**src/rtl/icache_refill_line_fetch_if.sv**
```systemverilog
// Bundle for the refill engine: icache-side line handshake plus the word-memory request port.
// master = the refill engine, slave = icache consumer and memory seen together.
interface icache_refill_line_fetch_if #(
  parameter int ADDR_WIDTH = 12,
  parameter int DATA_WIDTH = 64,
  parameter int LINE_WORDS = 4
);
  localparam int BE_WIDTH = DATA_WIDTH / 8;

  logic                             refill_req_i;
  logic [ADDR_WIDTH-1:0]            refill_addr_i;
  logic                             refill_gnt_o;
  logic                             refill_rvalid_o;
  logic [LINE_WORDS*DATA_WIDTH-1:0] refill_rdata_o;
  logic                             refill_rready_i;
  logic                             mem_cen_o;
  logic [ADDR_WIDTH-1:0]            mem_a_o;
  logic                             mem_gnt_i;
  logic                             mem_wen_o;
  logic [DATA_WIDTH-1:0]            mem_d_o;
  logic [BE_WIDTH-1:0]              mem_be_o;
  logic [DATA_WIDTH-1:0]            mem_q_i;
  logic                             mem_rval_i;

  modport master (
    input  refill_req_i, refill_addr_i, refill_rready_i, mem_gnt_i, mem_q_i, mem_rval_i,
    output refill_gnt_o, refill_rvalid_o, refill_rdata_o,
           mem_cen_o, mem_a_o, mem_wen_o, mem_d_o, mem_be_o
  );

  modport slave (
    output refill_req_i, refill_addr_i, refill_rready_i, mem_gnt_i, mem_q_i, mem_rval_i,
    input  refill_gnt_o, refill_rvalid_o, refill_rdata_o,
           mem_cen_o, mem_a_o, mem_wen_o, mem_d_o, mem_be_o
  );
endinterface

```
**src/rtl/icache_refill_line_fetch.sv**
```systemverilog
// Refill engine: turns one line request into LINE_WORDS single-word memory reads and returns the line.
// Optional critical-word-first issue order when ICACHE_REFILL_CWF_EN is defined.
module icache_refill_line_fetch #(
  parameter int ADDR_WIDTH = 12,
  parameter int DATA_WIDTH = 64,
  parameter int LINE_WORDS = 4
) (
  input  logic                 CLK,
  input  logic                 INITN,
  icache_refill_line_fetch_if.master bus
);
  localparam int BE_WIDTH = DATA_WIDTH / 8;
  localparam int OFFW     = $clog2(LINE_WORDS);
  localparam int CNTW     = OFFW + 1;

  typedef enum logic [1:0] {
    ST_IDLE  = 2'd0,
    ST_ISSUE = 2'd1,
    ST_WAIT  = 2'd2,
    ST_RESP  = 2'd3
  } state_e;

  state_e                           state_q, state_d;
  logic [ADDR_WIDTH-OFFW-1:0]       base_q, base_d;
  logic [OFFW-1:0]                  start_q, start_d;
  logic [CNTW-1:0]                  issue_cnt_q, issue_cnt_d;
  logic [CNTW-1:0]                  rx_cnt_q, rx_cnt_d;
  logic [OFFW-1:0]                  slot_q, slot_d;
  logic [LINE_WORDS*DATA_WIDTH-1:0] line_q, line_d;

  logic [OFFW-1:0] word_idx_s;
  logic            accept_s;
  logic            last_issue_s;
  logic            rx_hit_s;

  // Offset arithmetic is OFFW bits wide, so the word index wraps inside the line.
  assign word_idx_s   = start_q + issue_cnt_q[OFFW-1:0];
  assign accept_s     = (state_q == ST_IDLE) && bus.refill_req_i;
  assign last_issue_s = (issue_cnt_q == CNTW'(LINE_WORDS - 1));
  assign rx_hit_s     = ((state_q == ST_ISSUE) || (state_q == ST_WAIT)) && bus.mem_rval_i;

  // Next-state, counters and line assembly.
  always_comb begin
    state_d     = state_q;
    base_d      = base_q;
    start_d     = start_q;
    issue_cnt_d = issue_cnt_q;
    rx_cnt_d    = rx_cnt_q;
    slot_d      = slot_q;
    line_d      = line_q;

    // slot_q is the word granted one cycle earlier, i.e. the one this RVAL answers.
    if (rx_hit_s) begin
      line_d[slot_q*DATA_WIDTH +: DATA_WIDTH] = bus.mem_q_i;
      rx_cnt_d = rx_cnt_q + CNTW'(1);
    end else begin
      rx_cnt_d = rx_cnt_q;
    end

    case (state_q)
      ST_IDLE: begin
        if (accept_s) begin
          base_d      = bus.refill_addr_i[ADDR_WIDTH-1:OFFW];
`ifdef ICACHE_REFILL_CWF_EN
          start_d     = bus.refill_addr_i[OFFW-1:0];
`else
          start_d     = '0;
`endif
          issue_cnt_d = '0;
          rx_cnt_d    = '0;
          state_d     = ST_ISSUE;
        end else begin
          state_d = ST_IDLE;
        end
      end
      ST_ISSUE: begin
        if (bus.mem_gnt_i) begin
          slot_d      = word_idx_s;
          issue_cnt_d = issue_cnt_q + CNTW'(1);
          state_d     = last_issue_s ? ST_WAIT : ST_ISSUE;
        end else begin
          state_d = ST_ISSUE;
        end
      end
      ST_WAIT: begin
        if (rx_cnt_d == CNTW'(LINE_WORDS)) begin
          state_d = ST_RESP;
        end else begin
          state_d = ST_WAIT;
        end
      end
      ST_RESP: begin
        if (bus.refill_rready_i) begin
          state_d = ST_IDLE;
        end else begin
          state_d = ST_RESP;
        end
      end
      default: state_d = ST_IDLE;
    endcase
  end

  // State and datapath registers.
  always_ff @(posedge CLK or negedge INITN) begin
    if (!INITN) begin
      state_q     <= ST_IDLE;
      base_q      <= '0;
      start_q     <= '0;
      issue_cnt_q <= '0;
      rx_cnt_q    <= '0;
      slot_q      <= '0;
      line_q      <= '0;
    end else begin
      state_q     <= state_d;
      base_q      <= base_d;
      start_q     <= start_d;
      issue_cnt_q <= issue_cnt_d;
      rx_cnt_q    <= rx_cnt_d;
      slot_q      <= slot_d;
      line_q      <= line_d;
    end
  end

  assign bus.refill_gnt_o    = accept_s;
  assign bus.refill_rvalid_o = (state_q == ST_RESP);
  assign bus.refill_rdata_o  = line_q;
  assign bus.mem_cen_o       = (state_q != ST_ISSUE);
  assign bus.mem_a_o         = {base_q, word_idx_s};
  assign bus.mem_wen_o       = 1'b1;
  assign bus.mem_d_o         = '0;
  assign bus.mem_be_o        = {BE_WIDTH{1'b1}};

endmodule
```
**src/flat_wrapper.sv**
```systemverilog
// flat-port wrapper written by rule: the top's interface ports become plain ports
module icache_refill_line_fetch_flat 
#(
  parameter int ADDR_WIDTH = 12,
  parameter int DATA_WIDTH = 64,
  parameter int LINE_WORDS = 4
)
  (CLK, INITN, bus_refill_req_i, bus_refill_addr_i, bus_refill_rready_i, bus_mem_gnt_i, bus_mem_q_i, bus_mem_rval_i, bus_refill_gnt_o, bus_refill_rvalid_o, bus_refill_rdata_o, bus_mem_cen_o, bus_mem_a_o, bus_mem_wen_o, bus_mem_d_o, bus_mem_be_o);
  icache_refill_line_fetch_if #(.ADDR_WIDTH(ADDR_WIDTH), .DATA_WIDTH(DATA_WIDTH), .LINE_WORDS(LINE_WORDS)) bus_i ();
  input  logic CLK;
  input  logic INITN;
  input wire logic [$bits(bus_i.refill_req_i)-1:0] bus_refill_req_i;
  input wire logic [$bits(bus_i.refill_addr_i)-1:0] bus_refill_addr_i;
  input wire logic [$bits(bus_i.refill_rready_i)-1:0] bus_refill_rready_i;
  input wire logic [$bits(bus_i.mem_gnt_i)-1:0] bus_mem_gnt_i;
  input wire logic [$bits(bus_i.mem_q_i)-1:0] bus_mem_q_i;
  input wire logic [$bits(bus_i.mem_rval_i)-1:0] bus_mem_rval_i;
  output wire logic [$bits(bus_i.refill_gnt_o)-1:0] bus_refill_gnt_o;
  output wire logic [$bits(bus_i.refill_rvalid_o)-1:0] bus_refill_rvalid_o;
  output wire logic [$bits(bus_i.refill_rdata_o)-1:0] bus_refill_rdata_o;
  output wire logic [$bits(bus_i.mem_cen_o)-1:0] bus_mem_cen_o;
  output wire logic [$bits(bus_i.mem_a_o)-1:0] bus_mem_a_o;
  output wire logic [$bits(bus_i.mem_wen_o)-1:0] bus_mem_wen_o;
  output wire logic [$bits(bus_i.mem_d_o)-1:0] bus_mem_d_o;
  output wire logic [$bits(bus_i.mem_be_o)-1:0] bus_mem_be_o;
  assign bus_i.refill_req_i = bus_refill_req_i;
  assign bus_i.refill_addr_i = bus_refill_addr_i;
  assign bus_i.refill_rready_i = bus_refill_rready_i;
  assign bus_i.mem_gnt_i = bus_mem_gnt_i;
  assign bus_i.mem_q_i = bus_mem_q_i;
  assign bus_i.mem_rval_i = bus_mem_rval_i;
  assign bus_refill_gnt_o = bus_i.refill_gnt_o;
  assign bus_refill_rvalid_o = bus_i.refill_rvalid_o;
  assign bus_refill_rdata_o = bus_i.refill_rdata_o;
  assign bus_mem_cen_o = bus_i.mem_cen_o;
  assign bus_mem_a_o = bus_i.mem_a_o;
  assign bus_mem_wen_o = bus_i.mem_wen_o;
  assign bus_mem_d_o = bus_i.mem_d_o;
  assign bus_mem_be_o = bus_i.mem_be_o;
  icache_refill_line_fetch #(.ADDR_WIDTH(ADDR_WIDTH), .DATA_WIDTH(DATA_WIDTH), .LINE_WORDS(LINE_WORDS)) u_core (.CLK(CLK), .INITN(INITN), .bus(bus_i));
endmodule
```
**config.mk**
```make
export PLATFORM = sky130hd
export DESIGN_NAME = icache_refill_line_fetch_flat
export DESIGN_NICKNAME = d
export VERILOG_FILES = /design/src/rtl/icache_refill_line_fetch_if.sv /design/src/rtl/icache_refill_line_fetch.sv /design/src/flat_wrapper.sv
export SDC_FILE = /design/constraint.sdc
export NUM_CORES = 1
export LEC_CHECK = 0
export CELL_PAD_IN_SITES_DETAIL_PLACEMENT = 0
export CELL_PAD_IN_SITES_GLOBAL_PLACEMENT = 1
export CORE_ASPECT_RATIO = 1.1
export CORE_MARGIN = 4
export CORE_UTILIZATION = 32
export CTS_BUF_LIST = sky130_fd_sc_hd__clkbuf_4 sky130_fd_sc_hd__clkbuf_8
export CTS_CLUSTER_DIAMETER = 200
export DETAILED_ROUTE_END_ITERATION = 6
export PLACE_DENSITY = 0.84
export REMOVE_ABC_BUFFERS = 1
export SYNTH_ARGS = -nofsm -noshare
export SYNTH_HDL_FRONTEND = slang
export SYNTH_SLANG_ARGS = --single-unit
```
**constraint.sdc**
```tcl
create_clock -name CLK -period 1.9 [get_ports CLK]
set_input_delay 0.38 -clock CLK [delete_from_list [all_inputs] [get_ports CLK]]
set_output_delay 0.38 -clock CLK [all_outputs]
set_load 0.01 [all_outputs]
```
==> flow_metrics.env, run 1 <==
export IMPL_clock_path_buffers=3
export IMPL_crit_chain="clkdlybuf4s50_1"
export IMPL_status="complete, no violations"
export IMPL_worst_path_max_fanout=2
export IMPL_grt_usage=0.175
export IMPL_period_minus_slack_ns=1.84
export IMPL_num_vias=8059
export IMPL_seq_area_frac_synth=0.644
export IMPL_hp_class="in2async"
export IMPL_drt_wirelength_per_cell_um=21.0
export IMPL_synthCells=746
export IMPL_slowest_delay_ns=0.57
export IMPL_syn_area_per_cell_sq_um=14.4
export IMPL_synth_edf_count=0
export IMPL_setup_worst_path_start_class="flop"
export IMPL_dieArea_sq_um=36500
export IMPL_grt_remaining_overflow=0
export IMPL_met3_usage=0.0504
export IMPL_place_area_sq_um=14800
export IMPL_routed_wl_mm=33.7
export IMPL_swShare=0.315
export IMPL_startpoint="u_core.bus.refill_rdata_o[80]"
export IMPL_synthToLayoutAreaGrowth_pct=50.3
export IMPL_ys_ff_latch=276
export IMPL_switchingPower_mw=6.88
export IMPL_initial_core_util=0.323
export IMPL_drv_slew=0
export IMPL_ctsRootBufferMaster="clkbuf_8"
export IMPL_nets=1234
export IMPL_portBuffers=350
export IMPL_clockPowerShare=0.261
export IMPL_cp_num_cells=1
export IMPL_yosys_warnings=0
export IMPL_fin_crit_sh=0.970
export IMPL_r2r_slack_ns=0.16
export IMPL_fin_cells=1607
export IMPL_fillers=2920
export IMPL_coreArea_sq_um=33200
export IMPL_fmax_ghz=0.543
export IMPL_viasPerCell=5.01
export IMPL_place_congestion=0.779
export IMPL_drt_first_pass_iters=4
export IMPL_ys_flop_type="dfrtp_1"
export IMPL_use_met2=0.286
export IMPL_crit_slowest_cell="clkdlybuf4s50_1"
export IMPL_end_kind="output pin"
export IMPL_path_class="reg2out"
export IMPL_die_y_um=200
export IMPL_grt_pass1_vias=8345
export IMPL_cts_clk_slew_worst_paths_ns=0.06
export IMPL_worstPathRequired_ns=1.52
export IMPL_cts_tree="done"
export IMPL_cts_sinks=276
export IMPL_fin_area_sq_um=16100
export IMPL_dp_hpwl_mm=22.9
export IMPL_route_detailed_drc=0
export IMPL_critPathTopFamily="buffers and inverters"
export IMPL_leakagePower_nw=9.86
export IMPL_antenna_found_initial=0
export IMPL_synth_distinct_cells=38
export IMPL_drt_iter0_markers=393
export IMPL_synthArstFlopShare=1.00
export IMPL_p_int_mw=15.0
export IMPL_r2r_start="u_core.slot_q[0]"
export IMPL_pwr_share_seq=0.385
export IMPL_synthesis_area_sq_um=10700
export IMPL_reg2reg_depth=7
export IMPL_cellPowerDensity_nw_per_um2=1350
export IMPL_crit_buf_inv=1
export IMPL_pwr_share_comb=0.353
export IMPL_die_width_um=183
export IMPL_grt_max_degree=52
export IMPL_ant_nets=0
export IMPL_clock_skew_final_ns=0.0178
export IMPL_gr_usage_met1=0.225
export IMPL_htreeDepth=2
export IMPL_cp_data_arrival_time_ns=1.46
export IMPL_post_place_cells=1519
export IMPL_busiest_layer="met2"
export IMPL_numCtsBuffers=46
export IMPL_grt_pass1_wl_mm=50.7
export IMPL_final_hold_violation_count=0
export IMPL_pin_count=426
export IMPL_maxCapViolations=0
export IMPL_vdd_drop_max_mv=0.825
export IMPL_clk_latency_ns=0.56
export IMPL_reg2reg_to="u_core.bus.refill_rdata_o[193]"
export IMPL_drive_gt1_frac=0.191
export IMPL_rows=70
export IMPL_finalSetupViolCount=0
export IMPL_diodes=0
-- cells by family after synthesis --
kind of cell / count (synthesis) / share of synthesized area
compound gates: 270 / 0.224
mux: 12 / 0.0125
flops: 276 / 0.644
xor+xnor: 2 / 0.00163
other cells: 2 / 0.000700
buf+inv: 136 / 0.0825
simple gates: 36 / 0.0206
fa+ha+maj: 12 / 0.0140
-- timing repair --
item                       4_1_cts  5_1_grt
hold endpoints to repair        36        0
pin swaps                        0        1
setup endpoints to repair       91      227
gates resized for setup        102      133
setup buffers                    3        1
gates cloned                     0        0
hold buffers                     1        0
-- cell type report --
type | instances | area [sq um] | area share
multi-input cells | 405 | 3240 | 0.201
inverters | 7 | 26.3 | 0.00163
clock inverters | 7 | 72.6 | 0.00450
flip-flops and latches | 276 | 6910 | 0.428
well taps | 432 | 541 | 0.0335
clock buffers | 76 | 952 | 0.0590
repair buffers | 404 | 4390 | 0.272
-- cell usage after synthesis (2+ instances only) --
| cell type | n | share of area |
|---|---|---|
| nand2_1 | 10 | 0.0035 |
| buf_1 | 6 | 0.0021 |
| dfrtp_1 | 276 | 0.64 |
| nor2_2 | 2 | 0.0012 |
| nor2_1 | 3 | 0.0010 |
| nand2_2 | 5 | 0.0029 |
| nand2b_1 | 2 | 0.0012 |
| nand4b_1 | 2 | 0.0016 |
| mux2_2 | 11 | 0.012 |
| nor2b_1 | 4 | 0.0023 |
| a21oi_1 | 3 | 0.0014 |
| buf_2 | 39 | 0.018 |
| ha_1 | 12 | 0.014 |
| nand3b_1 | 2 | 0.0014 |
| buf_6 | 6 | 0.0063 |
| clkbuf_1 | 3 | 0.0010 |
| a22o_2 | 55 | 0.051 |
| o21ai_0 | 3 | 0.0014 |
| a22o_1 | 202 | 0.16 |
| inv_1 | 7 | 0.0024 |
| conb_1 | 2 | 0.00070 |
| buf_4 | 75 | 0.052 |
-- metal layers --
metal,vias to the layer above,wire length [um],share of wire
met2,415,16300,0.48
met1,4104,13500,0.40
met3,69,2970,0.088
li1,3471,-,-
met5,-,0,0
met4,0,1020,0.030
-- stage by stage --
stage	util	power, mW	setup slack [ns]	hold WS [ns]	setup TNS [ns]
global placement	0.447	16.5	-0.0451	0.327	-0.919
detailed placement	0.447	16.7	-0.0519	0.331	-2.30
floorplan	-	11.7	-3.11	0.0844	-352.73
CTS	0.476	22.2	-0.0411	0.299	-0.0411
global route	0.486	23.0	-0.0110	0.346	-0.0110
finish	0.486	21.9	0.0579	0.342	0
-- registers in the layout, indices dropped and copies added, names as in the netlist --
name and count:
u_core.bus.refill_rdata_o 256, u_core.base_q 10, u_core.issue_cnt_q 3, u_core.rx_cnt_q 3, u_core.slot_q 2, u_core.state_q 2
-- how the worst max path moves through the flow --
| stage | end |
|---|---|
| 2_1_floorplan | u_core.bus.refill_rdata_o[192] |
| 3_3_place_gp | u_core.bus.refill_rdata_o[213] |
| 3_5_place_dp | u_core.bus.refill_rdata_o[193] |
| 4_1_cts | bus_refill_gnt_o |
| 5_1_grt | bus_mem_cen_o |
| 6_report | bus_refill_rdata_o[80] |
-- layout by cell type (no fill, tap or decap), types with 3 or more instances in the layout --
cell type	Yosys	routed
clkbuf_4	0	15
dlygate4sd2_1	0	87
nor2b_1	4	4
dfrtp_1	276	275
a22o_2	55	55
dlymetal6s2s_1	0	124
mux2_2	11	11
inv_1	7	4
inv_2	0	3
clkdlybuf4s50_1	0	135
a22o_1	202	202
clkbuf_8	0	61
nand2_2	5	5
o21ai_0	3	3
a21oi_1	3	3
conb_1	2	73
buf_4	75	32
ha_1	12	9
nand2_1	10	10
nor2_1	3	3
buf_12	0	22
-- power by group through the flow --
stage	clock network (mW)	logic [mW]	registers (mW)
6_report	5.71	7.72	8.42
3_3_place_gp	0	8.05	8.49
2_1_floorplan	0	2.53	9.19
3_5_place_dp	0	8.20	8.53
4_1_cts	5.88	7.92	8.45
5_1_grt	6.13	8.25	8.64
(Power assumes the default switching activity.)
==> inputs of run 2 (changes only) <==
- CTS_CLUSTER_DIAMETER: 200 -> 50
==> flow_metrics.env, run 2 (synthesis gave the netlist of run 1 again) <==
export IMPL_clk_latency_ns=0.55
export IMPL_cts_clk_slew_worst_paths_ns=0.06
export IMPL_path_class="reg2out"
export IMPL_grt_pass1_wl_mm=50.4
export IMPL_numCtsBuffers=47
export IMPL_r2r_start="u_core.slot_q[0]"
export IMPL_end_kind="output pin"
export IMPL_die_y_um=200
export IMPL_dieArea_sq_um=36500
export IMPL_fin_hold_ws_ns=0.337
export IMPL_final_util=0.482
export IMPL_htreeDepth=2
export IMPL_grt_max_degree=52
export IMPL_clock_path_buffers=3
export IMPL_crit_slowest_cell="clkdlybuf4s50_1"
export IMPL_status="complete, no violations"
export IMPL_grt_usage=0.173
export IMPL_route_detailed_drc=0
export IMPL_drt_wirelength_per_cell_um=20.8
export IMPL_die_width_um=183
export IMPL_grt_pass1_vias=8283
export IMPL_final_hold_violation_count=0
export IMPL_worst_path_max_fanout=2
export IMPL_worstPathRequired_ns=1.52
export IMPL_synthToLayoutAreaGrowth_pct=49.2
export IMPL_drt_iter0_markers=416
export IMPL_cp_num_cells=1
export IMPL_dp_hpwl_mm=22.9
export IMPL_place_congestion=0.779
export IMPL_pin_count=426
export IMPL_fmax_ghz=0.543
export IMPL_routed_wl_mm=33.4
export IMPL_portBuffers=350
export IMPL_diodes=0
export IMPL_layout_common_cells="275 x dfrtp_1, 202 x a22o_1, 144 x clkdlybuf4s50_1"
export IMPL_antenna_found_initial=0
export IMPL_grt_remaining_overflow=0
export IMPL_cts_sinks=276
export IMPL_cp_data_arrival_time_ns=1.46
export IMPL_ctsRootBufferMaster="clkbuf_8"
export IMPL_maxCapViolations=0
export IMPL_initial_core_util=0.323
export IMPL_finalSetupViolCount=0
export IMPL_cts_tree="done"
export IMPL_leakagePower_nw=9.56
export IMPL_num_vias=8005
export IMPL_crit_buf_inv=1
export IMPL_reg2reg_to="u_core.bus.refill_rdata_o[105]"
export IMPL_slowest_delay_ns=0.56
export IMPL_rows=70
export IMPL_setup_worst_path_start_class="flop"
export IMPL_crit_chain="clkdlybuf4s50_1"
export IMPL_drt_first_pass_iters=4
export IMPL_reg2reg_depth=7
export IMPL_vdd_drop_max_mv=0.771
export IMPL_cellPowerDensity_nw_per_um2=1350
export IMPL_ant_nets=0
export IMPL_fin_crit_sh=0.970
export IMPL_rsz0062_at_grt="yes"
export IMPL_viasPerCell=4.98
export IMPL_largest_reg_flops=256
export IMPL_critPathTopFamily="buffers and inverters"
export IMPL_drv_slew=0
export IMPL_period_minus_slack_ns=1.84
export IMPL_drive_gt1_frac=0.189
export IMPL_r2r_slack_ns=0.16
export IMPL_nets=1233
export IMPL_hp_class="in2async"
export IMPL_final_common_cell="dfrtp_1"
export IMPL_clock_skew_final_ns=0.0153
export IMPL_coreArea_sq_um=33200
## run 2: changes by cell type in the layout (fill, tap and decap cells not counted), sizes merged
cell,delta
dlymetal6s2s,-17
clkdlybuf4s50,+9
dlygate4sd2,+8
buf,-2
bufinv,-1
clkbuf,+1
clkinv,+1
## run 2: area by class of cell
type                    instances  area [sq um]
multi-input cells             405          3240
repair buffers                402          4320
inverters                       7          26.3
clock inverters                 7          51.3
flip-flops and latches        276          6910
fillers                      2976         17200
clock buffers                  77           928
well taps                     432           541
## run 2: power breakdown
| group | total (mW) | switching [mW] | internal (mW) | leakage (nW) |
|---|---|---|---|---|
| Sequential | 8.44 | 0.927 | 7.51 | 3.77 |
| Combinational | 7.65 | 3.53 | 4.12 | 5.27 |
| Clock | 5.49 | 2.39 | 3.09 | 0.520 |
| Total | 21.6 | 6.85 | 14.7 | 9.56 |
## run 2: per-layer routing
metal | GRT usage | wire length, um | vias to the layer above
li1 | - | - | 3473
met1 | 0.223 | 13500 | 4062
met2 | 0.281 | 16000 | 400
met3 | 0.0526 | 2990 | 70
met4 | 0.0578 | 1030 | 0
met5 | 0 | 0 | -
## run 2: worst max path at each step
stage	slack [ns]	to	start
2_1_floorplan	-3.11	u_core.bus.refill_rdata_o[192]	u_core.slot_q[0]
3_3_place_gp	-0.05	u_core.bus.refill_rdata_o[213]	bus_mem_rval_i
3_5_place_dp	-0.05	u_core.bus.refill_rdata_o[193]	bus_mem_rval_i
4_1_cts	-0.03	bus_refill_gnt_o	u_core.state_q[0]
5_1_grt	-0.01	bus_refill_rvalid_o	u_core.state_q[0]
6_report	0.06	bus_refill_rdata_o[160]	u_core.bus.refill_rdata_o[160]
## run 2: what timing repair did
| action | in CTS | in global routing |
|---|---|---|
| setup buffers | 2 | 0 |
| endpoints found under the hold margin | 36 | 0 |
| gates resized for setup | 110 | 113 |
| setup endpoints to repair | 98 | 191 |
| hold buffers | 1 | 0 |
| pin swaps | 0 | 2 |
| cloned | 0 | 0 |
## run 2: stage by stage
step	total power, mW	setup WS, ns	std cells	TNS (ns)	cell area [sq um]
global route	22.7	-0.0136	1606	-0.0389	16000
floorplan	11.7	-3.11	688	-352.73	10100
CTS	22.0	-0.0296	1606	-0.0296	15700
finish	21.6	0.0571	1606	0	16000
global placement	16.5	-0.0451	1519	-0.919	14800
detailed placement	16.7	-0.0519	1519	-2.30	14800
==> inputs of run 3 (changes only) <==
- CORE_AREA: unset -> 4 4 163 165
- CORE_ASPECT_RATIO: 1.1 -> unset
- CORE_MARGIN: 4 -> unset
- CORE_UTILIZATION: 32 -> unset
- DIE_AREA: unset -> 0 0 167 169
- DONT_BUFFER_PORTS: unset -> 1
- HOLD_SLACK_MARGIN: unset -> 0.06
- PLACE_DENSITY: 0.84 -> 0.77
==> flow_metrics.env, run 3 (synthesis gave the netlist of run 1 again) <==
export IMPL_grt_pass1_vias=7124
export IMPL_grt_pass1_wl_mm=44.5
export IMPL_rows=58
export IMPL_r2r_slack_ns=0.06
export IMPL_r2r_start="u_core.state_q[1]"
export IMPL_place_congestion=0.767
export IMPL_numCtsBuffers=42
export IMPL_grt_remaining_overflow=0
export IMPL_portBuffers=0
export IMPL_worst_path_max_fanout=30
export IMPL_leakagePower_nw=6.25
export IMPL_startpoint="u_core.state_q[1]"
export IMPL_path_class="reg2reg"
export IMPL_fin_area_sq_um=12800
export IMPL_period_minus_slack_ns=1.84
export IMPL_final_common_cell="dfrtp_1"
export IMPL_cts_hold_repair_buffers=76
export IMPL_worstPathRequired_ns=2.31
export IMPL_die_width_um=167
export IMPL_clock_skew_final_ns=0.0125
export IMPL_cts_sinks=276
export IMPL_fin_hold_ws_ns=-0.454
export IMPL_route_detailed_drc=0
export IMPL_die_y_um=169
export IMPL_tns_ns=0
export IMPL_nets=940
export IMPL_layout_common_cells="276 x dfrtp_1, 202 x a22o_1, 76 x dlygate4sd3_1"
export IMPL_maxCapViolations=0
export IMPL_ctsRootBufferMaster="clkbuf_8"
export IMPL_routed_wl_mm=29.9
export IMPL_antenna_found_initial=0
export IMPL_diodes=0
export IMPL_clock_path_buffers=3
export IMPL_hp_class="in2async"
export IMPL_final_hold_violation_count=276
export IMPL_dp_hpwl_mm=18.6
export IMPL_place_area_sq_um=11000
export IMPL_fmax_ghz=0.545
export IMPL_viasPerCell=5.78
export IMPL_dieArea_sq_um=28200
export IMPL_drt_first_pass_iters=5
export IMPL_status="complete, but fails checks"
export IMPL_drive_gt1_frac=0.225
export IMPL_grt_max_degree=277
export IMPL_fin_crit_sh=0.966
export IMPL_synthToLayoutAreaGrowth_pct=19.6
export IMPL_drv_slew=0
export IMPL_cts_clk_slew_worst_paths_ns=0.07
export IMPL_failed_checks="negative hold slack"
export IMPL_num_vias=6991
export IMPL_drt_wirelength_per_cell_um=24.7
export IMPL_pin_count=426
export IMPL_drt_iter0_markers=534
export IMPL_cts_tree="done"
export IMPL_vdd_drop_max_mv=0.755
export IMPL_coreArea_sq_um=25000
export IMPL_htreeDepth=2
export IMPL_cp_data_arrival_time_ns=2.25
export IMPL_ant_nets=0
export IMPL_initial_core_util=0.429
export IMPL_clk_latency_ns=0.53
export IMPL_finalSetupViolCount=0
export IMPL_grt_usage=0.196
export IMPL_end_kind="flop"
export IMPL_cellPowerDensity_nw_per_um2=1510
export IMPL_setup_worst_path_start_class="flop"
export IMPL_largest_reg_flops=256
## run 3: cell count changes in the layout (fill, tap and decap cells not counted), sizes merged, moves of 16 or more
cell	delta
buf	-18
dlygate4sd2	-95
clkbuf	-16
dlymetal6s2s	-107
dlygate4sd3	+75
clkdlybuf4s50	-144
## run 3: repair_timing
action / in CTS / in global routing
gates resized for setup: 8 / 0
setup buffers: 2 / 3
gates cloned: 0 / 1
setup endpoints to repair: 2 / 1
endpoints found under the hold margin: 546 / 276
pin swaps: 1 / 1
## run 3: cell type report
class                      instances  area [sq um]
fill                            2076         12200
sequential                       276          6910
multi-input combinational        405          3240
timing repair buffer             114          1210
clock buffer                      60           813
tap                              330           413
clock inverter                    18           226
inverter                           7          26.3
## run 3: worst paths after layout
path,endpoint,depth (start not counted)
worst min-delay path,u_core.bus.refill_rdata_o[21],0
worst max-delay path,u_core.bus.refill_rdata_o[141],6
max in group asynchronous,u_core.bus.refill_rdata_o[105],0
worst min register to register,u_core.issue_cnt_q[2],1
min in group CLK,u_core.state_q[0],3
worst max register to register,u_core.bus.refill_rdata_o[141],6
## run 3: metrics by stage
stage          instances   util  hold WS [ns]  total power, mW  worst slack (ns)
6_report            1210  0.513        -0.454             19.4            0.0648
5_1_grt             1210  0.513        -0.510             20.3          -0.00160
4_1_cts             1206  0.511        -0.492             19.4            0.0263
3_5_place_dp        1050  0.438        0.0917             13.3           0.00609
3_3_place_gp        1050  0.438        0.0926             13.2            0.0341
2_1_floorplan        688      -        0.0844             11.7             -3.11
## run 3: layer usage
| metal | wire length (um) | GRT usage | part of all wire | vias up |
|---|---|---|---|---|
| li1 | - | - | - | 2858 |
| met1 | 11600 | 0.245 | 0.39 | 3650 |
| met2 | 14400 | 0.318 | 0.48 | 425 |
| met3 | 3150 | 0.0701 | 0.11 | 58 |
| met4 | 735 | 0.0679 | 0.025 | 0 |
| met5 | 0 | 0 | 0 | - |
## run 3: where the power goes
| part | internal (mW) | switching (mW) | total (mW) |
|---|---|---|---|
| Sequential | 7.51 | 2.16 | 9.66 |
| Clock | 3.47 | 2.37 | 5.84 |
| Combinational | 2.06 | 1.82 | 3.87 |
## run 3: worst max-delay path: stages (launching register included)
cell and delay [ns]:
dfrtp_1 0.39, inv_2 0.07, ha_4 0.29, and2_2 0.26, nand2_2 0.10, buf_4 0.26
a22o_2 0.31
